File: config.mk
export PLATFORM = sky130hd
export DESIGN_NAME = chroni_text_fetch
export DESIGN_NICKNAME = d
export VERILOG_FILES = /design/src/rtl/chroni_text_fetch_pkg.sv /design/src/rtl/chroni_text_fetch_spram.sv /design/src/rtl/chroni_text_fetch.sv
export SDC_FILE = /design/constraint.sdc
export NUM_CORES = 1
export LEC_CHECK = 0
export ABC_CLOCK_PERIOD_IN_PS = 5000
export BUFFER_PORTS_ARGS = -buffer_cell sky130_fd_sc_hd__buf_2
export CAP_MARGIN = 20
export CORE_ASPECT_RATIO = 1.75
export CORE_UTILIZATION = 55
export DETAILED_ROUTE_END_ITERATION = 12
export MAX_ROUTING_LAYER = met4
export PLACE_DENSITY = 0.71
export SYNTH_ARGS = -nofsm -noshare
export SYNTH_HDL_FRONTEND = slang
export SYNTH_SLANG_ARGS = --single-unit
export TNS_END_PERCENT = 20
File: constraint.sdc
create_clock -name sys_clk -period 5 [get_ports sys_clk]
set_input_delay 0.5 -clock sys_clk [delete_from_list [all_inputs] [get_ports sys_clk]]
set_output_delay 0.5 -clock sys_clk [all_outputs]
set_load 0.05 [all_outputs]
File: src/rtl/chroni_text_fetch_pkg.sv
// chroni_text_fetch_pkg
// Shared definitions for the text-mode line fetch engine: FSM state
// encoding, row-buffer cell layout and attribute nibble positions.
package chroni_text_fetch_pkg;

  typedef enum logic [3:0] {
    IDLE,
    TEXT_REQ,
    TEXT_WAIT,
    FONT_ADDR,
    FONT_SETTLE,
    FONT_REQ,
    FONT_WAIT,
    PUSH,
    NEXT
  } state_t;

  // Row-buffer cell: character code in the low byte, attribute in the high byte.
  localparam int CELL_CHAR_LSB = 0;
  localparam int CELL_ATTR_LSB = 8;

  // Attribute byte: foreground nibble low, background nibble high.
  localparam int ATTR_FG_LSB = 0;
  localparam int ATTR_BG_LSB = 4;

  function automatic logic [7:0] attr_colour(input logic [3:0] page,
                                             input logic [7:0] attr,
                                             input int         lsb);
    return {page, attr[lsb +: 4]};
  endfunction

endpackage

File: src/rtl/chroni_text_fetch_spram.sv
// chroni_text_fetch_spram
// Single-port RAM used as the text row buffer. Write and read share one
// address; q is registered, so it shows mem[addr] one cycle after addr.
// Ports:
//   sys_clk  clock
//   we       write enable
//   addr     word address (addresses >= DEPTH are ignored / read as 0)
//   d        write data
//   q        registered read data
module chroni_text_fetch_spram #(
  parameter int DEPTH = 80,
  parameter int AW    = 8,
  parameter int DW    = 16
) (
  input  logic          sys_clk,
  input  logic          we,
  input  logic [AW-1:0] addr,
  input  logic [DW-1:0] d,
  output logic [DW-1:0] q
);

  localparam int IW = (DEPTH > 1) ? $clog2(DEPTH) : 1;

  logic [DW-1:0] mem [DEPTH];
  logic [IW-1:0] idx;
  logic          in_range;

  assign idx      = addr[IW-1:0];
  assign in_range = (addr < AW'(DEPTH));

  always_ff @(posedge sys_clk) begin
    if (we && in_range) mem[idx] <= d;
    q <= in_range ? mem[idx] : '0;
  end

endmodule

File: src/rtl/chroni_text_fetch.sv
// chroni_text_fetch
// Text-mode line fetch engine. On each line_start it reads one row of
// character cells into a local row buffer (only on font scanline 0), then
// fetches one font byte per column for the current scanline and pushes it,
// with its palette indices, to the line-buffer writer.
// Ports:
//   sys_clk, reset_n             clock, synchronous active-low reset
//   frame_start, line_start      frame restart / render-one-line pulses
//   buf_sel                      line-buffer half (sampled on line_start)
//   text_base, attr_en           frame text origin / cell format (on frame_start)
//   font_base                    font table base, aligned to 256*FONT_ROWS
//   fg_default, bg_default       colours when attr_en=0
//   pal_page                     palette page when attr_en=1
//   rd_addr, rd_req, rd_ack, rd_data   memory read port
//   wr_addr, wr_data, wr_on, wr_off, wr_bits, wr_en, wr_busy   line-buffer writer
//   dma_req                      high while a line is being rendered
//   overrun                      line_start arrived while busy
//
// state       | meaning
// IDLE        | waiting for line_start
// TEXT_REQ    | issue text/attr byte read at row_ptr + byte_idx
// TEXT_WAIT   | wait for rd_ack, store byte into row buffer
// FONT_ADDR   | present column to row buffer
// FONT_SETTLE | row buffer q becomes valid
// FONT_REQ    | issue font byte read from registered q
// FONT_WAIT   | wait for rd_ack, then for wr_busy to clear
// PUSH        | one-cycle write strobe to line buffer
// NEXT        | advance column, or close the line
module chroni_text_fetch
  import chroni_text_fetch_pkg::*;
#(
  parameter int COLS      = 80,
  parameter int FONT_ROWS = 8,
  parameter int ADDR_W    = 16,
  parameter int LINE_W    = 640
) (
  input  logic              sys_clk,
  input  logic              reset_n,
  input  logic              frame_start,
  input  logic              line_start,
  input  logic              buf_sel,
  input  logic [ADDR_W-1:0] text_base,
  input  logic [ADDR_W-1:0] font_base,
  input  logic              attr_en,
  input  logic [7:0]        fg_default,
  input  logic [7:0]        bg_default,
  input  logic [3:0]        pal_page,
  output logic [ADDR_W-1:0] rd_addr,
  output logic              rd_req,
  input  logic              rd_ack,
  input  logic [7:0]        rd_data,
  output logic [10:0]       wr_addr,
  output logic [7:0]        wr_data,
  output logic [7:0]        wr_on,
  output logic [7:0]        wr_off,
  output logic [3:0]        wr_bits,
  output logic              wr_en,
  input  logic              wr_busy,
  output logic              dma_req,
  output logic              overrun
);

  localparam int SCAN_W = $clog2(FONT_ROWS);

  state_t             state, state_nxt;
  logic [SCAN_W-1:0]  scan;
  logic [ADDR_W-1:0]  row_ptr;
  logic               attr_q;
  logic               buf_q;
  logic               have_glyph;
  logic [8:0]         byte_idx;
  logic [7:0]         col;
  logic [7:0]         char_hold;

  logic               ack_ok;
  logic [8:0]         text_bytes;
  logic               text_last;
  logic               col_last;

  logic               ram_we;
  logic [7:0]         ram_addr;
  logic [15:0]        ram_d;
  logic [15:0]        ram_q;
  logic [7:0]         cell_char;
  logic [7:0]         cell_attr;

  // An ack only counts against an outstanding request; stray acks after a
  // frame_start abort fall through here.
  assign ack_ok     = rd_ack & rd_req;
  assign text_bytes = attr_q ? 9'(2 * COLS) : 9'(COLS);
  assign text_last  = (byte_idx == text_bytes - 9'd1);
  assign col_last   = (col == 8'(COLS - 1));
  assign wr_bits    = 4'd8;
  assign wr_en      = (state == PUSH);
  assign cell_char  = ram_q[CELL_CHAR_LSB +: 8];
  assign cell_attr  = ram_q[CELL_ATTR_LSB +: 8];

  // With attributes, the char byte is held until its attr byte arrives so the
  // cell is written as one 16-bit word.
  always_comb begin
    ram_addr = col;
    ram_we   = 1'b0;
    ram_d    = {8'h00, rd_data};
    if (state == TEXT_REQ || state == TEXT_WAIT) begin
      ram_addr = attr_q ? byte_idx[8:1] : byte_idx[7:0];
      ram_we   = (state == TEXT_WAIT) & ack_ok & ~frame_start & (~attr_q | byte_idx[0]);
      ram_d    = attr_q ? {rd_data, char_hold} : {8'h00, rd_data};
    end
  end

  chroni_text_fetch_spram #(
    .DEPTH (COLS),
    .AW    (8),
    .DW    (16)
  ) u_row_buf (
    .sys_clk (sys_clk),
    .we      (ram_we),
    .addr    (ram_addr),
    .d       (ram_d),
    .q       (ram_q)
  );

  always_ff @(posedge sys_clk) begin
    if (!reset_n) state <= IDLE;
    else          state <= state_nxt;
  end

  always_comb begin
    state_nxt = state;
    if (frame_start) begin
      state_nxt = IDLE;
    end else begin
      case (state)
        IDLE:        if (line_start) state_nxt = (scan == '0) ? TEXT_REQ : FONT_ADDR;
        TEXT_REQ:    state_nxt = TEXT_WAIT;
        TEXT_WAIT:   if (ack_ok) state_nxt = text_last ? FONT_ADDR : TEXT_REQ;
        FONT_ADDR:   state_nxt = FONT_SETTLE;
        FONT_SETTLE: state_nxt = FONT_REQ;
        FONT_REQ:    state_nxt = FONT_WAIT;
        FONT_WAIT:   if ((ack_ok || have_glyph) && !wr_busy) state_nxt = PUSH;
        PUSH:        state_nxt = NEXT;
        NEXT:        state_nxt = col_last ? IDLE : FONT_ADDR;
        default:     state_nxt = IDLE;
      endcase
    end
  end

  always_ff @(posedge sys_clk) begin
    if (!reset_n) begin
      scan       <= '0;
      row_ptr    <= '0;
      attr_q     <= 1'b0;
      buf_q      <= 1'b0;
      have_glyph <= 1'b0;
      byte_idx   <= '0;
      col        <= '0;
      char_hold  <= '0;
      rd_addr    <= '0;
      rd_req     <= 1'b0;
      wr_addr    <= '0;
      wr_data    <= '0;
      wr_on      <= '0;
      wr_off     <= '0;
      dma_req    <= 1'b0;
      overrun    <= 1'b0;
    end else if (frame_start) begin
      row_ptr    <= text_base;
      scan       <= '0;
      attr_q     <= attr_en;
      rd_req     <= 1'b0;
      dma_req    <= 1'b0;
      have_glyph <= 1'b0;
      overrun    <= 1'b0;
    end else begin
      overrun <= line_start & (state != IDLE);
      case (state)
        IDLE: begin
          if (line_start) begin
            dma_req  <= 1'b1;
            buf_q    <= buf_sel;
            byte_idx <= '0;
            col      <= '0;
          end
        end
        TEXT_REQ: begin
          rd_addr <= row_ptr + ADDR_W'(byte_idx);
          rd_req  <= 1'b1;
        end
        TEXT_WAIT: begin
          if (ack_ok) begin
            rd_req   <= 1'b0;
            byte_idx <= byte_idx + 9'd1;
            if (attr_q && !byte_idx[0]) char_hold <= rd_data;
          end
        end
        FONT_REQ: begin
          // font_base is aligned, so the add never carries into the base bits.
          rd_addr    <= font_base + ADDR_W'({cell_char, scan});
          rd_req     <= 1'b1;
          have_glyph <= 1'b0;
          wr_addr    <= (buf_q ? 11'(LINE_W) : 11'd0) + {col, 3'b000};
          wr_on      <= attr_q ? attr_colour(pal_page, cell_attr, ATTR_FG_LSB) : fg_default;
          wr_off     <= attr_q ? attr_colour(pal_page, cell_attr, ATTR_BG_LSB) : bg_default;
        end
        FONT_WAIT: begin
          if (ack_ok) begin
            rd_req  <= 1'b0;
            wr_data <= rd_data;
            if (wr_busy) have_glyph <= 1'b1;
          end
        end
        PUSH: begin
          have_glyph <= 1'b0;
          if (col_last) dma_req <= 1'b0;
        end
        NEXT: begin
          if (col_last) begin
            scan <= scan + 1'b1;
            if (scan == SCAN_W'(FONT_ROWS - 1))
              row_ptr <= row_ptr + (attr_q ? ADDR_W'(2 * COLS) : ADDR_W'(COLS));
          end else begin
            col <= col + 8'd1;
          end
        end
        default: ;
      endcase
    end
  end

endmodule

* Word-level counts from Yosys, hierarchy flattened *
Memories as Yosys holds them, arrays and structs flattened. A register that Yosys moved wholly into a read port is not among the register bits.
Cells that the tools add are included.

cells by class
  add/sub/neg operators = 8
  order comparisons = 1
  equality and inequality tests = 19
  mux-type cells = 38
  bitwise gates (word level) = 9
  reduce and logical (&&, ||, !) cells = 37

operators by type and width
  kind                                                                   count
  16-bit 2-to-1 mux                                                      6
  8-bit 2-to-1 mux                                                       8
  4-bit case mux with 9 select lines                                     1
  16-bit case mux with 2 select lines                                    1
  9-bit 2-to-1 mux                                                       2
  9-bit case mux with 2 select lines                                     1
  3-bit AND reduction                                                    6
  2-bit nonzero test                                                     9
  16-bit by 11-bit adder with 16-bit output                              1
  16-bit by 8-bit adder with 16-bit output                               1
  16-bit by 9-bit adder with 16-bit output                               1
  4-bit by 3-bit equality test with 1-bit output, second input constant  4
  8-bit case mux with 2 select lines                                     1
  4-bit 2-to-1 mux                                                       3
  2-bit != test, second input constant                                   6
  4-bit AND reduction                                                    3
  10-bit by 11-bit adder with 11-bit output                              1
  10-bit 2-to-1 mux                                                      1
  9-bit by 1-bit adder with 9-bit output, second input constant          1
  9-bit equality test                                                    1
  8-bit by 1-bit subtractor with 9-bit output, second input constant     1
  8-bit by 1-bit adder with 8-bit output, second input constant          1
  4-bit by 2-bit equality test with 1-bit output, second input constant  2
  8-bit by 7-bit equality test with 1-bit output, second input constant  1
  20 further kinds                                                       49

word-level totals
  flip-flop bits (word level) = 105
  bits in writable memories = 1280
  logic and storage cells = 130
  memories kept = 1

memories
  memory         depth  bits a word  read ports  clocked after Yosys merged registers in  write ports  RTL line                       source
  u_row_buf.mem  80     16           1           1                                        1            chroni_text_fetch_spram.sv:24  logic [DW-1:0] mem [DEPTH];

* Depth between registers and ports, before layout *
  depth after elaboration = 8
  gate-level depth with buffers = 16

* Hierarchy *
Synthesis repeated with hierarchy kept, for this count alone.

unflattened totals
  cells, all modules = 3412
  area total of the unflattened synthesis = 56290.2 um2

modules (own cells, without submodules)
  module                   instances  cells each  area each (um2)
  chroni_text_fetch_spram  1          2683        49967.9
  chroni_text_fetch        1          729         6322.3

* Worst setup path before layout *
No wires, ideal clock.

  path type = flip-flop to flip-flop
  start point = reg attr_q
  end point = mem u_row_buf.mem[25][0] (enable)
  library setup time = 0.389 ns
  arrival time = 3.139 ns
  data required time = 4.611 ns
  path slack = 1.472 ns
  cell stages (with the launch flop) = 10
  path buffers = 4
  period minus slack after synthesis = 3.528 ns
  cells stage by stage = dfxtp_1 buf_2 or3b_2 a2111oi_1 a31o_2 buf_2 buf_4 buf_2 nand2_1 nor2_1

on the way
  cells in the longest elaborated chain, start to end = 7
  elaborated cells on any way between the ends = 10
  classes of those cells = order compare (1); mux (5); bitwise (3); reduce/logical (1)

ends and longest elaborated chain
  item                                                                                                   RTL line                       source
  from (decl)                                                                                            chroni_text_fetch.sv:68        logic attr_q;
  from (signal assigned)                                                                                 chroni_text_fetch.sv:169       attr_q <= attr_en;
  parallel branches: the longest is 7 deep, another holds 8-bit by 7-bit < comparator with 1-bit output  --
  to (decl)                                                                                              chroni_text_fetch_spram.sv:24

Parallel ways; which one is timed is not known.

* Final worst setup path *
  start point = reg state[0]
  end point = reg u_row_buf.q[12], read port of u_row_buf.mem

on the way
  cells in the longest elaborated chain, start to end = 5
  elaborated cells on any way between the ends = 6
  classes of those cells = order compare (1); eq/ne (2); mux (1); reduce/logical (2)

ends and longest elaborated chain
  item                                                                                                              RTL line                       source
  from (decl)                                                                                                       chroni_text_fetch.sv:65        state_t state, state_nxt;
  from (signal assigned)                                                                                            chroni_text_fetch.sv:125       else state <= state_nxt;
  4-bit by 1-bit equality test with 1-bit output or 4-bit by 2-bit equality test with 1-bit output (tied branches)  chroni_text_fetch.sv:104       if (state == TEXT_REQ || state == TEXT_WAIT) begin
  1-bit logical OR *                                                                                                chroni_text_fetch.sv:104
  8-bit 2-to-1 mux *                                                                                                chroni_text_fetch.sv:104
  8-bit by 7-bit < comparator with 1-bit output                                                                     chroni_text_fetch_spram.sv:29  assign in_range = (addr < AW'(DEPTH));
  1-bit logical NOT (no line)                                                                                       --
  to (decl)                                                                                                         chroni_text_fetch_spram.sv:19  output logic [DW-1:0] q

Every way passes the cells marked *; elsewhere a longest branch is shown, timed or not.
A chain may end at the register's enable or synchronous reset.

==> metrics.md <==
| Metric | Value |
|---|---|
| Worst EP required | between 5 and 6 ns |
| Hold Crit Class | primary input to register |
| R2R Setup Slk | slightly below 0.5 ns |
| NumNets Final | between 4k and 5k |
| DR iter-0 viols | 4,806 |
| Worst path arrival time | roughly 5.2 ns |
| Yosys warns | 0 |
| Worst-path clk slew | around 0.070 ns |
| Worst-path fanout max | 25 |
| Mapped Area | between 50,000 and 60,000 um2 |
| CTS max path bufs | 3 |
| Setup violators final | 0 |
| Flip-flop and latch count after synthesis | about 1.4k |
| Min-delay src | text_base[11] |
| Crit path from | state[0] |
| Cells after Synth | around 3.7k |
| Final Max Slew Viols | 0 |
| Input/output buffers | roughly 120 |
| Die ar. | a little over 100,000 um2 |
| R2R Path End | u_row_buf.q[12] |
| Post-Route WL | about 160,000 um |
| DP Area | around 59,000 um2 |
| Largest net degree at the start of global routing | between 80 and 90 |
| Syn-to-layout area delta | 13.2% |
| Share of layout cells above drive strength 1 | between 10% and 20% |
| Wire per inst | between 30 and 40 um |
| Drt pass-1 iters | 11 |
| CTS Sinks | 1,398 |
| Final instance area | ~63,000 um2 |
| Postcts setup bufs | 0 |
| H-tree levels | 3 |
| Die width | between 200 and 250 um |
| Startpoint type of the worst setup path | register |
| Worst slew margin | 23.3% |
| CTS hold repair buffers | 12 |
| RSZ-0062 raised after global routing | false |
| Clk root buf | clkbuf_16 |
| Status | complete, no violations |
| Max-cap violations | 0 |
| Fillers | just over 7k |
| Core footprint | around 100,000 um2 |
| Vias in the first global route | approximately 35k |
| Synth unique cells | 92 |
| Sequential area share after synthesis | between 70% and 80% |
| Main synth FF type | edfxtp_1 |
| Initial antenna violation count | 5 |
| Multi-input gate area | 13,800 um2 |
| Detail Route Antenna Nets | 0 |
| Least-Margin Pin Slew | ~1.2 ns |
| Initial Utilization | 55.7% |
| Number of synthesized flops with an enable pin | between 1k and 1.5k |
| Share of flip-flops with an asynchronous set or reset | 0% |
| Tmin final | roughly 4.5 ns |
| Vert. Die Dim | roughly 420 um |
| Worst ir drop on vdd | between 0.2 and 0.3 mV |
| Final hold violation count | 0 |
| FF/Latch Area | between 40,000 and 50,000 um2 |
| Resized Gates After CTS | 0 |
| Global-route wire length before repair | ~240,000 um |
| Number of top-level pins | 127 |
| Leakage | ~21 nW |
| Gpl congestion | 0.971 |
| Core Rows | roughly 150 |
| RR Startpoint | state[0] |
| CTS tree | built |
| Routed vias/inst | ~6.6 |
| Final clock skew | 0.0213 ns |
| Via count | about 36k |
| Max Clock Freq | ~0.22 GHz |
| Synthesized area per cell | around 15 um2 |
| DRC Markers | 0 |
| Post-DP HPWL | ~100,000 um |
| R2R depth | 9 |
| Pwr Density | 368 nW/um2 |
| Worst skew pair latency | about 0.75 ns |
| Setup crit end kind | register |
| Critical path class | register to register |
| Final period util | 90.2% |
| Final TNS setup | 0 ns |
| Total track usage | about a third |
| Setup crit end | u_row_buf.q[12] |
| Grt ovf | 0 |
| CTS Buf Count | between 100 and 150 |
cells by family after synthesis:
family	after synthesis	share of synthesized area (%)
adders and majority gates	35	0.828
and+or+nand+nor	888	7.38
DFF	1398	73.4
other	2	0.0135
xor gates and xnor gates	51	0.817
AOI/OAI and AO/OA	813	10.0
muxes	300	5.46
buffers and inverters	261	2.08
routing by layer:
layer | vias to the layer above | track usage (%) | share of wire [%]
met2 | 2362 | 54.9 | 50
met5 | - | - | 0
li1 | 15200 | - | -
met4 | 0 | 20.8 | 7.1
met3 | 488 | 4.67 | 9.5
met1 | 17800 | 36.7 | 33
where the power goes:
part	switching, W	internal (W)
clock network	0.00410	0.00493
registers	0.0000534	0.0127
logic	0.000929	0.000430
final cells by class:
cell class	count	share of cell area, %
Multi-Input combinational cell	2094	22.0
Timing Repair Buffer	372	4.54
Tap cell	1317	2.62
Sequential cell	1398	64.9
Clock buffer	149	4.79
Clock inverter	60	1.07
Inverter	21	0.125
Antenna cell	5	0.0199
critical path: stages (launching register included):
cell	delay [ns]
dfxtp_1	0.52
xnor2_2	0.81
nor2_8	0.12
o31ai_4	0.82
buf_4	0.31
buf_4	0.37
a221o_1	0.24
nor4_1	0.10
nor4_2	0.89
a211o_1	0.24
sequential cells by signal (all words and copies together) (netlist names):
| register | cells |
|---|---|
| overrun | 1 |
| byte_idx | 9 |
| col | 8 |
| u_row_buf.mem | 1280 |
| wr_on | 8 |
| have_glyph | 1 |
| wr_data | 8 |
| wr_off | 8 |
| row_ptr | 16 |
| attr_q | 1 |
| wr_addr | 8 |
| scan | 3 |
| char_hold | 8 |
| rd_addr | 16 |
| rd_req | 1 |
| buf_q | 1 |
| u_row_buf.q | 16 |
| dma_req | 1 |
| state | 4 |
how the worst min path moves through the flow:
stage                         endpoint  slack, ns  cells past startpoint
after detailed placement   wr_addr[10]       0.45                      2
after global routing       row_ptr[11]       0.05                      3
after CTS                  row_ptr[11]      0.006                      3
final                      row_ptr[11]       0.02                      3
after global placement     wr_addr[10]       0.44                      2
after floorplan           char_hold[0]       0.46                      2
cells in the mapped netlist (26+ instances only):
cell type | n | area, um2
edfxtp_1 | 1280 | 38400
nand2_1 | 344 | 1290
mux2i_1 | 276 | 2760
nor2_1 | 215 | 807
a21oi_1 | 213 | 1070
dfxtp_1 | 118 | 2360
clkbuf_1 | 117 | 439
o21ai_0 | 102 | 510
o22ai_1 | 94 | 588
buf_2 | 91 | 455
nand3_1 | 91 | 455
a22oi_1 | 73 | 548
a221oi_1 | 63 | 552
nor4_1 | 56 | 350
a222oi_1 | 45 | 450
nor3_1 | 43 | 215
ha_1 | 32 | 400
nand4_1 | 31 | 194
xnor2_1 | 30 | 263
a211oi_1 | 27 | 203
a22o_1 | 26 | 228
layout by cell type, fill, tap and decap left out, types with 13 or more instances in the layout:
cell and instances:
ha_1 32, buf_4 212, xnor2_1 29, clkbuf_1 33, buf_12 27, a211oi_1 27
nor3_1 42, o221ai_1 16, o22a_1 16, o211ai_1 22, o21ai_0 101, clkinv_2 18
and3_1 17, nand2_1 342, a221o_1 16, nor2_1 210, o22ai_1 94, nand3_1 91
edfxtp_1 1280, clkinv_1 15, buf_2 121, nor4_1 55, a222oi_1 45, a31oi_1 16
a22o_1 25, nand4_1 31, or3_1 19, a221oi_1 63, clkbuf_16 115, xor2_1 20
bufinv_16 13, inv_1 20, mux2i_1 276, dfxtp_1 117, a22oi_1 73, mux2_2 24
a21oi_1 212
through the flow:
step	total power [W]	worst slack, ns	util [%]	hold WS [ns]	std cells
final	0.0232	0.489	63.1	0.0236	5416
after global placement	0.0143	0.164	59.2	0.439	5185
after floorplan	0.0138	1.47	-	0.456	3753
after global routing	0.0237	0.437	63.1	0.0530	5415
after CTS	0.0232	0.211	63.0	0.00633	5408
after detailed placement	0.0143	0.229	59.2	0.448	5187
No activity file was read; power rests on OpenSTA's default activity.
